## src/rtl/icb_periph_split_pkg.sv

```systemverilog
// Shared target-id encodings for the peripheral ICB splitter.
package icb_periph_split_pkg;

    localparam int unsigned SPLIT_TGT_W = 2;

    typedef logic [SPLIT_TGT_W-1:0] split_tgt_t;

    localparam split_tgt_t SPLIT_TGT_S0  = 2'd0;
    localparam split_tgt_t SPLIT_TGT_S1  = 2'd1;
    localparam split_tgt_t SPLIT_TGT_ERR = 2'd2;

endpackage

```

## src/rtl/icb_ots_fifo.sv

```systemverilog
// Small synchronous FIFO tracking the target id of each outstanding command.
// Pointers carry one wrap bit above the index so full and empty are distinguishable.
module icb_ots_fifo #(
    parameter int unsigned Depth = 2,
    parameter int unsigned Width = 2
) (
    input  logic             clk,
    input  logic             rst,
    input  logic             push,
    input  logic [Width-1:0] wdata,
    input  logic             pop,
    output logic [Width-1:0] rdata,
    output logic             full,
    output logic             empty
);

    localparam int unsigned IW = (Depth > 1) ? $clog2(Depth) : 1;

    logic [Width-1:0] mem [2**IW];
    logic [IW:0]      wr_ptr;
    logic [IW:0]      rd_ptr;
    logic [IW:0]      used;

    assign used  = wr_ptr - rd_ptr;
    assign empty = (wr_ptr == rd_ptr);
    assign full  = (used == (IW+1)'(Depth));
    assign rdata = mem[rd_ptr[IW-1:0]];

    always_ff @(posedge clk or negedge rst) begin
        if (!rst) begin
            wr_ptr <= '0;
            rd_ptr <= '0;
        end else begin
            if (push && !full) begin
                wr_ptr <= wr_ptr + 1'b1;
            end
            if (pop && !empty) begin
                rd_ptr <= rd_ptr + 1'b1;
            end
        end
    end

    always_ff @(posedge clk) begin
        if (push && !full) begin
            mem[wr_ptr[IW-1:0]] <= wdata;
        end
    end

endmodule

```

## src/rtl/icb_periph_split.sv

```systemverilog
// 1-to-2 ICB splitter in front of the CLINT with in-order response return.
// Define ICB_SPLIT_DECERR_EN to answer unmapped addresses with an internal error response.
module icb_periph_split
    import icb_periph_split_pkg::*;
#(
    parameter int unsigned AW      = 32,
    parameter int unsigned DW      = 32,
    parameter int unsigned OTS     = 2,
    parameter logic [7:0]  S0_BASE = 8'h02,
    parameter logic [7:0]  S1_BASE = 8'h0C
) (
    input  logic            clk,
    input  logic            rst,
    input  logic            m_cmd_valid,
    output logic            m_cmd_ready,
    input  logic [AW-1:0]   m_cmd_addr,
    input  logic            m_cmd_read,
    input  logic [DW-1:0]   m_cmd_wdata,
    input  logic [DW/8-1:0] m_cmd_wmask,
    input  logic [1:0]      m_cmd_size,
    output logic            m_rsp_valid,
    input  logic            m_rsp_ready,
    output logic            m_rsp_err,
    output logic [DW-1:0]   m_rsp_rdata,
    output logic            s0_cmd_valid,
    input  logic            s0_cmd_ready,
    output logic [AW-1:0]   s0_cmd_addr,
    output logic            s0_cmd_read,
    output logic [DW-1:0]   s0_cmd_wdata,
    output logic [DW/8-1:0] s0_cmd_wmask,
    output logic [1:0]      s0_cmd_size,
    input  logic            s0_rsp_valid,
    output logic            s0_rsp_ready,
    input  logic            s0_rsp_err,
    input  logic [DW-1:0]   s0_rsp_rdata,
    output logic            s1_cmd_valid,
    input  logic            s1_cmd_ready,
    output logic [AW-1:0]   s1_cmd_addr,
    output logic            s1_cmd_read,
    output logic [DW-1:0]   s1_cmd_wdata,
    output logic [DW/8-1:0] s1_cmd_wmask,
    output logic [1:0]      s1_cmd_size,
    input  logic            s1_rsp_valid,
    output logic            s1_rsp_ready,
    input  logic            s1_rsp_err,
    input  logic [DW-1:0]   s1_rsp_rdata
);

    split_tgt_t tgt;
    split_tgt_t last_tgt;
    split_tgt_t head;
    logic       fifo_full;
    logic       fifo_empty;
    logic       accept_ok;
    logic       sel_ready;
    logic       push;
    logic       pop;

    always_comb begin
        if (m_cmd_addr[AW-1:AW-8] == S0_BASE) begin
            tgt = SPLIT_TGT_S0;
        end else if (m_cmd_addr[AW-1:AW-8] == S1_BASE) begin
            tgt = SPLIT_TGT_S1;
        end else begin
`ifdef ICB_SPLIT_DECERR_EN
            tgt = SPLIT_TGT_ERR;
`else
            tgt = SPLIT_TGT_S1;
`endif
        end
    end

    // Switching targets waits for a full drain so responses can never overtake each other.
    assign accept_ok = rst & !fifo_full & (fifo_empty | (tgt == last_tgt));

    always_comb begin
        sel_ready = 1'b0;
        case (tgt)
            SPLIT_TGT_S0:  sel_ready = s0_cmd_ready;
            SPLIT_TGT_S1:  sel_ready = s1_cmd_ready;
`ifdef ICB_SPLIT_DECERR_EN
            SPLIT_TGT_ERR: sel_ready = 1'b1;
`endif
            default:       sel_ready = 1'b0;
        endcase
    end

    assign m_cmd_ready  = accept_ok & sel_ready;
    assign s0_cmd_valid = m_cmd_valid & (tgt == SPLIT_TGT_S0) & accept_ok;
    assign s1_cmd_valid = m_cmd_valid & (tgt == SPLIT_TGT_S1) & accept_ok;

    assign s0_cmd_addr  = m_cmd_addr;
    assign s0_cmd_read  = m_cmd_read;
    assign s0_cmd_wdata = m_cmd_wdata;
    assign s0_cmd_wmask = m_cmd_wmask;
    assign s0_cmd_size  = m_cmd_size;
    assign s1_cmd_addr  = m_cmd_addr;
    assign s1_cmd_read  = m_cmd_read;
    assign s1_cmd_wdata = m_cmd_wdata;
    assign s1_cmd_wmask = m_cmd_wmask;
    assign s1_cmd_size  = m_cmd_size;

    assign push = m_cmd_valid & m_cmd_ready;
    assign pop  = m_rsp_valid & m_rsp_ready;

    always_ff @(posedge clk or negedge rst) begin
        if (!rst) begin
            last_tgt <= SPLIT_TGT_S0;
        end else if (push) begin
            last_tgt <= tgt;
        end
    end

    icb_ots_fifo #(
        .Depth (OTS),
        .Width (SPLIT_TGT_W)
    ) u_fifo (
        .clk   (clk),
        .rst   (rst),
        .push  (push),
        .wdata (tgt),
        .pop   (pop),
        .rdata (head),
        .full  (fifo_full),
        .empty (fifo_empty)
    );

    always_comb begin
        m_rsp_valid  = 1'b0;
        m_rsp_err    = 1'b0;
        m_rsp_rdata  = '0;
        s0_rsp_ready = 1'b0;
        s1_rsp_ready = 1'b0;
        if (!fifo_empty) begin
            case (head)
                SPLIT_TGT_S0: begin
                    m_rsp_valid  = s0_rsp_valid;
                    m_rsp_err    = s0_rsp_err;
                    m_rsp_rdata  = s0_rsp_rdata;
                    s0_rsp_ready = m_rsp_ready;
                end
                SPLIT_TGT_S1: begin
                    m_rsp_valid  = s1_rsp_valid;
                    m_rsp_err    = s1_rsp_err;
                    m_rsp_rdata  = s1_rsp_rdata;
                    s1_rsp_ready = m_rsp_ready;
                end
`ifdef ICB_SPLIT_DECERR_EN
                SPLIT_TGT_ERR: begin
                    m_rsp_valid = 1'b1;
                    m_rsp_err   = 1'b1;
                end
`endif
                default: begin
                    m_rsp_valid = 1'b0;
                end
            endcase
        end
    end

endmodule

```

## config.mk

```make
export PLATFORM = sky130hd
export DESIGN_NAME = icb_periph_split
export DESIGN_NICKNAME = d
export VERILOG_FILES = /design/src/rtl/icb_periph_split_pkg.sv /design/src/rtl/icb_ots_fifo.sv /design/src/rtl/icb_periph_split.sv
export SDC_FILE = /design/constraint.sdc
export NUM_CORES = 1
export LEC_CHECK = 0
export CAP_MARGIN = 0
export CORE_AREA = 8 8 121 123
export CTS_CLUSTER_SIZE = 24
export DETAILED_ROUTE_END_ITERATION = 8
export DIE_AREA = 0 0 129 131
export PLACE_DENSITY_LB_ADDON = 0.08
export REMOVE_ABC_BUFFERS = 1
export SLEW_MARGIN = 20
export SYNTH_ARGS = -nofsm -noshare
export SYNTH_HDL_FRONTEND = slang
export SYNTH_SLANG_ARGS = --single-unit
```

## constraint.sdc

```tcl
create_clock -name clk -period 4.8 [get_ports clk]
set_input_delay 0.96 -clock clk [delete_from_list [all_inputs] [get_ports clk]]
set_output_delay 0.96 -clock clk [all_outputs]
set_load 0.01 [all_outputs]
```

# Word level (Yosys, flattened, before mapping)
# Memories as Yosys holds them, arrays and structs flattened.
# Index checks and enable logic that the tools add are counted.
[classes]
addsub = 3
mul = 0
div = 0
order_cmp = 0
eq_ne = 6
n_shift = 0
n_mux = 14
bitwise = 10
reduce_logical = 6
[ops]
columns = ["cell", "count"]
rows = [
  ["$pmux 32 s2", 1],
  ["$mux 32", 1],
  ["$and 1x1->1", 9],
  ["$mux 1", 9],
  ["$eq 8x2->1 const B", 1],
  ["$pmux 1 s2", 3],
  ["$add 2x1->2 const B", 2],
  ["$eq 2x2->1", 2],
  ["$logic_not 2->1", 2],
  ["$eq 2x1->1 const B", 1],
  ["$eq 2x2->1 const B", 1],
  ["$logic_and 1x1->1", 2],
  ["$logic_not 1->1", 2],
  ["$sub 2x2->2", 1],
  ["$eq 1x1->1 const B", 1],
  ["$or 1x1->1", 1],
]
[totals]
reg_bits = 6
latchBits = 0
mem_bits_rw = 2
mem_bits_ro = 0
inputBits = 145
output_inout_bits = 181
word_cells = 43
memories = 1
[mem_list]
columns = ["name", "depth", "word_bits", "rd", "rd_ports_with_merged_regs", "wr", "line_no", "text"]
rows = [
  ["u_fifo.mem", 2, 1, 1, 0, 1, "icb_ots_fifo.sv:19", "logic [Width-1:0] mem [2**IW];"],
]

# Depth between registers and ports, before layout
[depth]
depth_word = 10
mapped_depth = 6
mapped_depth_nobuf = 5

# Hierarchy
# A second synthesis with hierarchy kept.
[hier_totals]
cells_unflattened = 278
hier_area_um2 = 2184.6
[by_module_without_submodules]
columns = ["module", "n_inst", "cells_each", "area_per_inst_um2"]
rows = [
  ["icb_periph_split", 1, 242, 1780.5],
  ["icb_ots_fifo", 1, 36, 404.1],
]

# Worst setup path after synthesis
# Ideal clock, no wire load.
[synth_timing]
path_type = "in2out"
startpoint = "input m_cmd_addr[29]"
endpoint = "output m_cmd_ready"
arrival_ns = 2.071
setup_slack_ns = 1.769
path_stages = 5
path_buffers = 0
cell_sequence = "nor4_2 > nand2_1 > xnor2_1 > a21oi_1 > nor3b_1"
[synth_via]
elab_chain_len = 6
word_cells_on_any_way = 9
cone_classes = "eq/ne (3); mux (2); bitwise (3); reduce/logical (1)"
[synth_lines]
columns = ["element", "line_no", "text"]
rows = [
  ["start, declared", "icb_periph_split.sv:16", "input logic [AW-1:0] m_cmd_addr,"],
  ["$eq 8x2->1 *", "icb_periph_split.sv:60", "if (m_cmd_addr[AW-1:AW-8] == S0_BASE) begin"],
  ["$mux 1 *", "icb_periph_split.sv:60", ""],
  ["via tgt[0]", "icb_periph_split.sv:49", "split_tgt_t tgt;"],
  ["$eq 2x2->1", "icb_periph_split.sv:74", "assign accept_ok = rst & !fifo_full & (fifo_empty | (tgt == last_tgt));"],
  ["$or 1x1->1", "icb_periph_split.sv:74", ""],
  ["$and 1x1->1", "icb_periph_split.sv:74", ""],
  ["$and 1x1->1 *", "icb_periph_split.sv:88", "assign m_cmd_ready = accept_ok & sel_ready;"],
  ["end, declared", "icb_periph_split.sv:15", "output logic m_cmd_ready,"],
]
# Mark *: on every way through the listed nets, which the timed path passes. The rest lies on a longest branch.

# Worst setup path in the final report
[layout_timing]
startpoint = "input m_cmd_addr[24]"
endpoint = "output m_cmd_ready"
# The elaborated chain is that of the path after synthesis.

==> results.cfg <==
[route]
vias = 1905
drtIter0Drc = 60
viasPerCell = 4.08
dr.pass1.iters = 4
routed.top_layer = met5
antenna_left = 0
wl_um = 19000
drc = 0
drt-met1-wl_um = 4260
wl_met2_um = 8630
routedWlPerCell_um = 40.7
met3_length_um = 5330

[timing]
skew_ps = 1.16
fmax_mhz = 241
slew_viol_final = 0
setup_tns_ps = 0
fin_crit_ps = 4150
min_period_over_period = 0.864
setup_viol = 0
slew_headroom = 0.510
rsz0062_at_grt = no
final_hold_viol_count = 0
tightest_slew_ps = 735

[yosys]
ys_warn_count = 0
synthSimpleGateAreaFrac = 0.180
synth-xor-area-share = 0.0338
yosys-mux-area-fraction = 0.0356
ys_seq_elements = 7
synth_edf_count = 2
synthesis.area_per_instance_um2 = 6.82
yosys.area_share.adder = 0
netlist_area_um2 = 2040
syn_inst = 299
synth_top_family_by_area = buffers and inverters
synth_compound_area_frac = 0.113
synthArstFlopShare = 0.714
seq_area_frac_synth = 0.0909
synth.distinct_cells = 29
synth_ff_type = dfrtp_1

[min_path]
min_path_type = reg -> reg

[cts]
cts_root_buf = clkbuf_16
htreeDepth = 1
post_cts_buffers = 0
clock_latency_ps = 230
cts_resized = 0
cts-buffers-inserted = 3
ctsHoldBuffers = 0
cts_sinks = 7
clock_path_buffers = 2
clkTransAtPathRegs_ps = 40
cts_tree = done

[placement]
gp_congestion = 0.827
hpwl_um = 17300
post_dp_cell_area_um2 = 2550
numPortBuffers = 136

[worst_setup_path]
worst_ep_required_time_ps = 3840
slowest_delay_ps = 570
endpoint_kind = output port
cp_common_cell = clkdlybuf4s50_1
critPathArrivalTime_ps = 3190
crit_fanout = 6
cp_cell_sequence = clkdlybuf4s50_1 > nor4b_2 > nand2_1 > xnor2_1 > a21oi_1 > nor3b_1 > clkdlybuf4s50_1
cpMaxStageDelayCell = clkdlybuf4s50_1
critPathLaunchType = primary input
critPathKind = in -> out

[power_and_ir_drop]
p_clk_frac = 0.101
sw_frac_of_total = 0.457
power.leakage_nw = 0.981
pwr-share-comb = 0.813
pwr-share-seq = 0.086
p_per_area_nw_per_um2 = 532
power.internal_mw = 0.762
peakVddDrop_v = 0.000247
p_switching_mw = 0.640

[cells_and_area]
syn_to_final_growth_pct = 29.2
nFillCells = 1464
nets = 436
layout_common_cells = clkdlybuf4s50_1 (136), nand2_1 (67), a21oi_1 (35)
finish.instance_area_um2 = 2630
final_layout_size_suffix_gt1_frac = 0.0483
mostFrequentLayoutCell = clkdlybuf4s50_1

[die]
fp-row-count = 42
start_util = 0.158
io_pins = 326
die-area_um2 = 16900
die_h_um = 131
core_um2 = 12900
die-width_um = 129

[grt]
grtUsageTotal = 0.213
grt_overflow_total = 0
grt_max_degree = 36
antenna_found_initial = 7
grt_pass1_vias = 2074
grt_pass1_wl_um = 23000

[outcome]
status = completed

[run]
drv_cap = 0
-- synth_stat cells (all sizes together) (2+ instances only) --
cell type / instances / area share
mux2i: 5 / 0.025
a21oi: 35 / 0.086
xnor2: 2 / 0.0086
dfrtp: 5 / 0.061
nor3b: 3 / 0.014
buf: 146 / 0.53
xor2: 5 / 0.025
clkbuf: 6 / 0.011
inv: 2 / 0.0037
mux2: 2 / 0.011
nand2: 67 / 0.12
edfxtp: 2 / 0.029
nor2: 8 / 0.016
-- path summary, 6_finish.rpt --
path | start | end | slack (ps) | depth (start not counted)
min reg2reg | u_fifo.rd_ptr[1] | u_fifo.rd_ptr[1] | 510 | 1
min | u_fifo.rd_ptr[1] | u_fifo.rd_ptr[1] | 510 | 1
max in group asynchronous | rst | last_tgt[0] | 3540 | 2
max | m_cmd_addr[24] | m_cmd_ready | 650 | 7
min in group asynchronous | rst | u_fifo.wr_ptr[1] | 1130 | 2
max reg2reg | u_fifo.rd_ptr[0] | u_fifo.rd_ptr[0] | 2760 | 4
-- logic make-up (layout without fill, tap and decap cells) --
kind of cell	count (synthesis)	after routing
buffers and inverters	154	145
and+or+nand+nor	84	84
AOI/OAI and AO/OA	40	40
xor gates and xnor gates	7	7
muxes	7	7
DFF	7	7
other	0	1
-- through the flow --
step                setup WS [ps]  hold slack, ps  std cells  power, mW  utilization
finish                        652             506        467       1.40        0.205
global route                  434             550        466       1.50        0.204
CTS                           599             515        466       1.44        0.204
detailed placement            618             514        462       1.29        0.198
global placement              616             516        462       1.29        0.198
floorplan                    1580             480        147      0.579            -
-- state kept, by name, summed over array words and instances (netlist names) --
name and count:
u_fifo.mem 2, u_fifo.rd_ptr 2, u_fifo.wr_ptr 2, last_tgt 1
-- final cells by class --
type                            instances  area (µm²)  area share
Antenna cell                            1        2.50    0.000950
Clock buffer                            4        78.8      0.0299
Inverter                                2        7.51     0.00285
Multi-Input combinational cell        138         756       0.287
Sequential cell                         7         185      0.0703
Tap cell                              176         220      0.0836
Timing Repair Buffer                  139        1380       0.525
-- routing by layer --
metal | vias to the layer above | track usage
met3 | 29 | 0.288
li1 | 793 | -
met5 | - | 0.0617
met1 | 771 | 0.131
met2 | 298 | 0.342
met4 | 14 | 0.0636
-- worst max-delay path, delay by kind of cell --
kind / cells / cell delay [ps]
compound gates: 1 / 80
xor+xnor: 1 / 190
buf+inv: 2 / 1020
simple gates: 3 / 920
-- power by group through the flow --
stage	clock network (mW)	logic, mW	registers, mW
floorplan	0	0.467	0.112
global placement	0	1.17	0.123
detailed placement	0	1.16	0.123
CTS	0.144	1.17	0.122
global route	0.146	1.23	0.127
finish	0.141	1.14	0.121
Note: power is estimated with default switching activity, not from simulation.
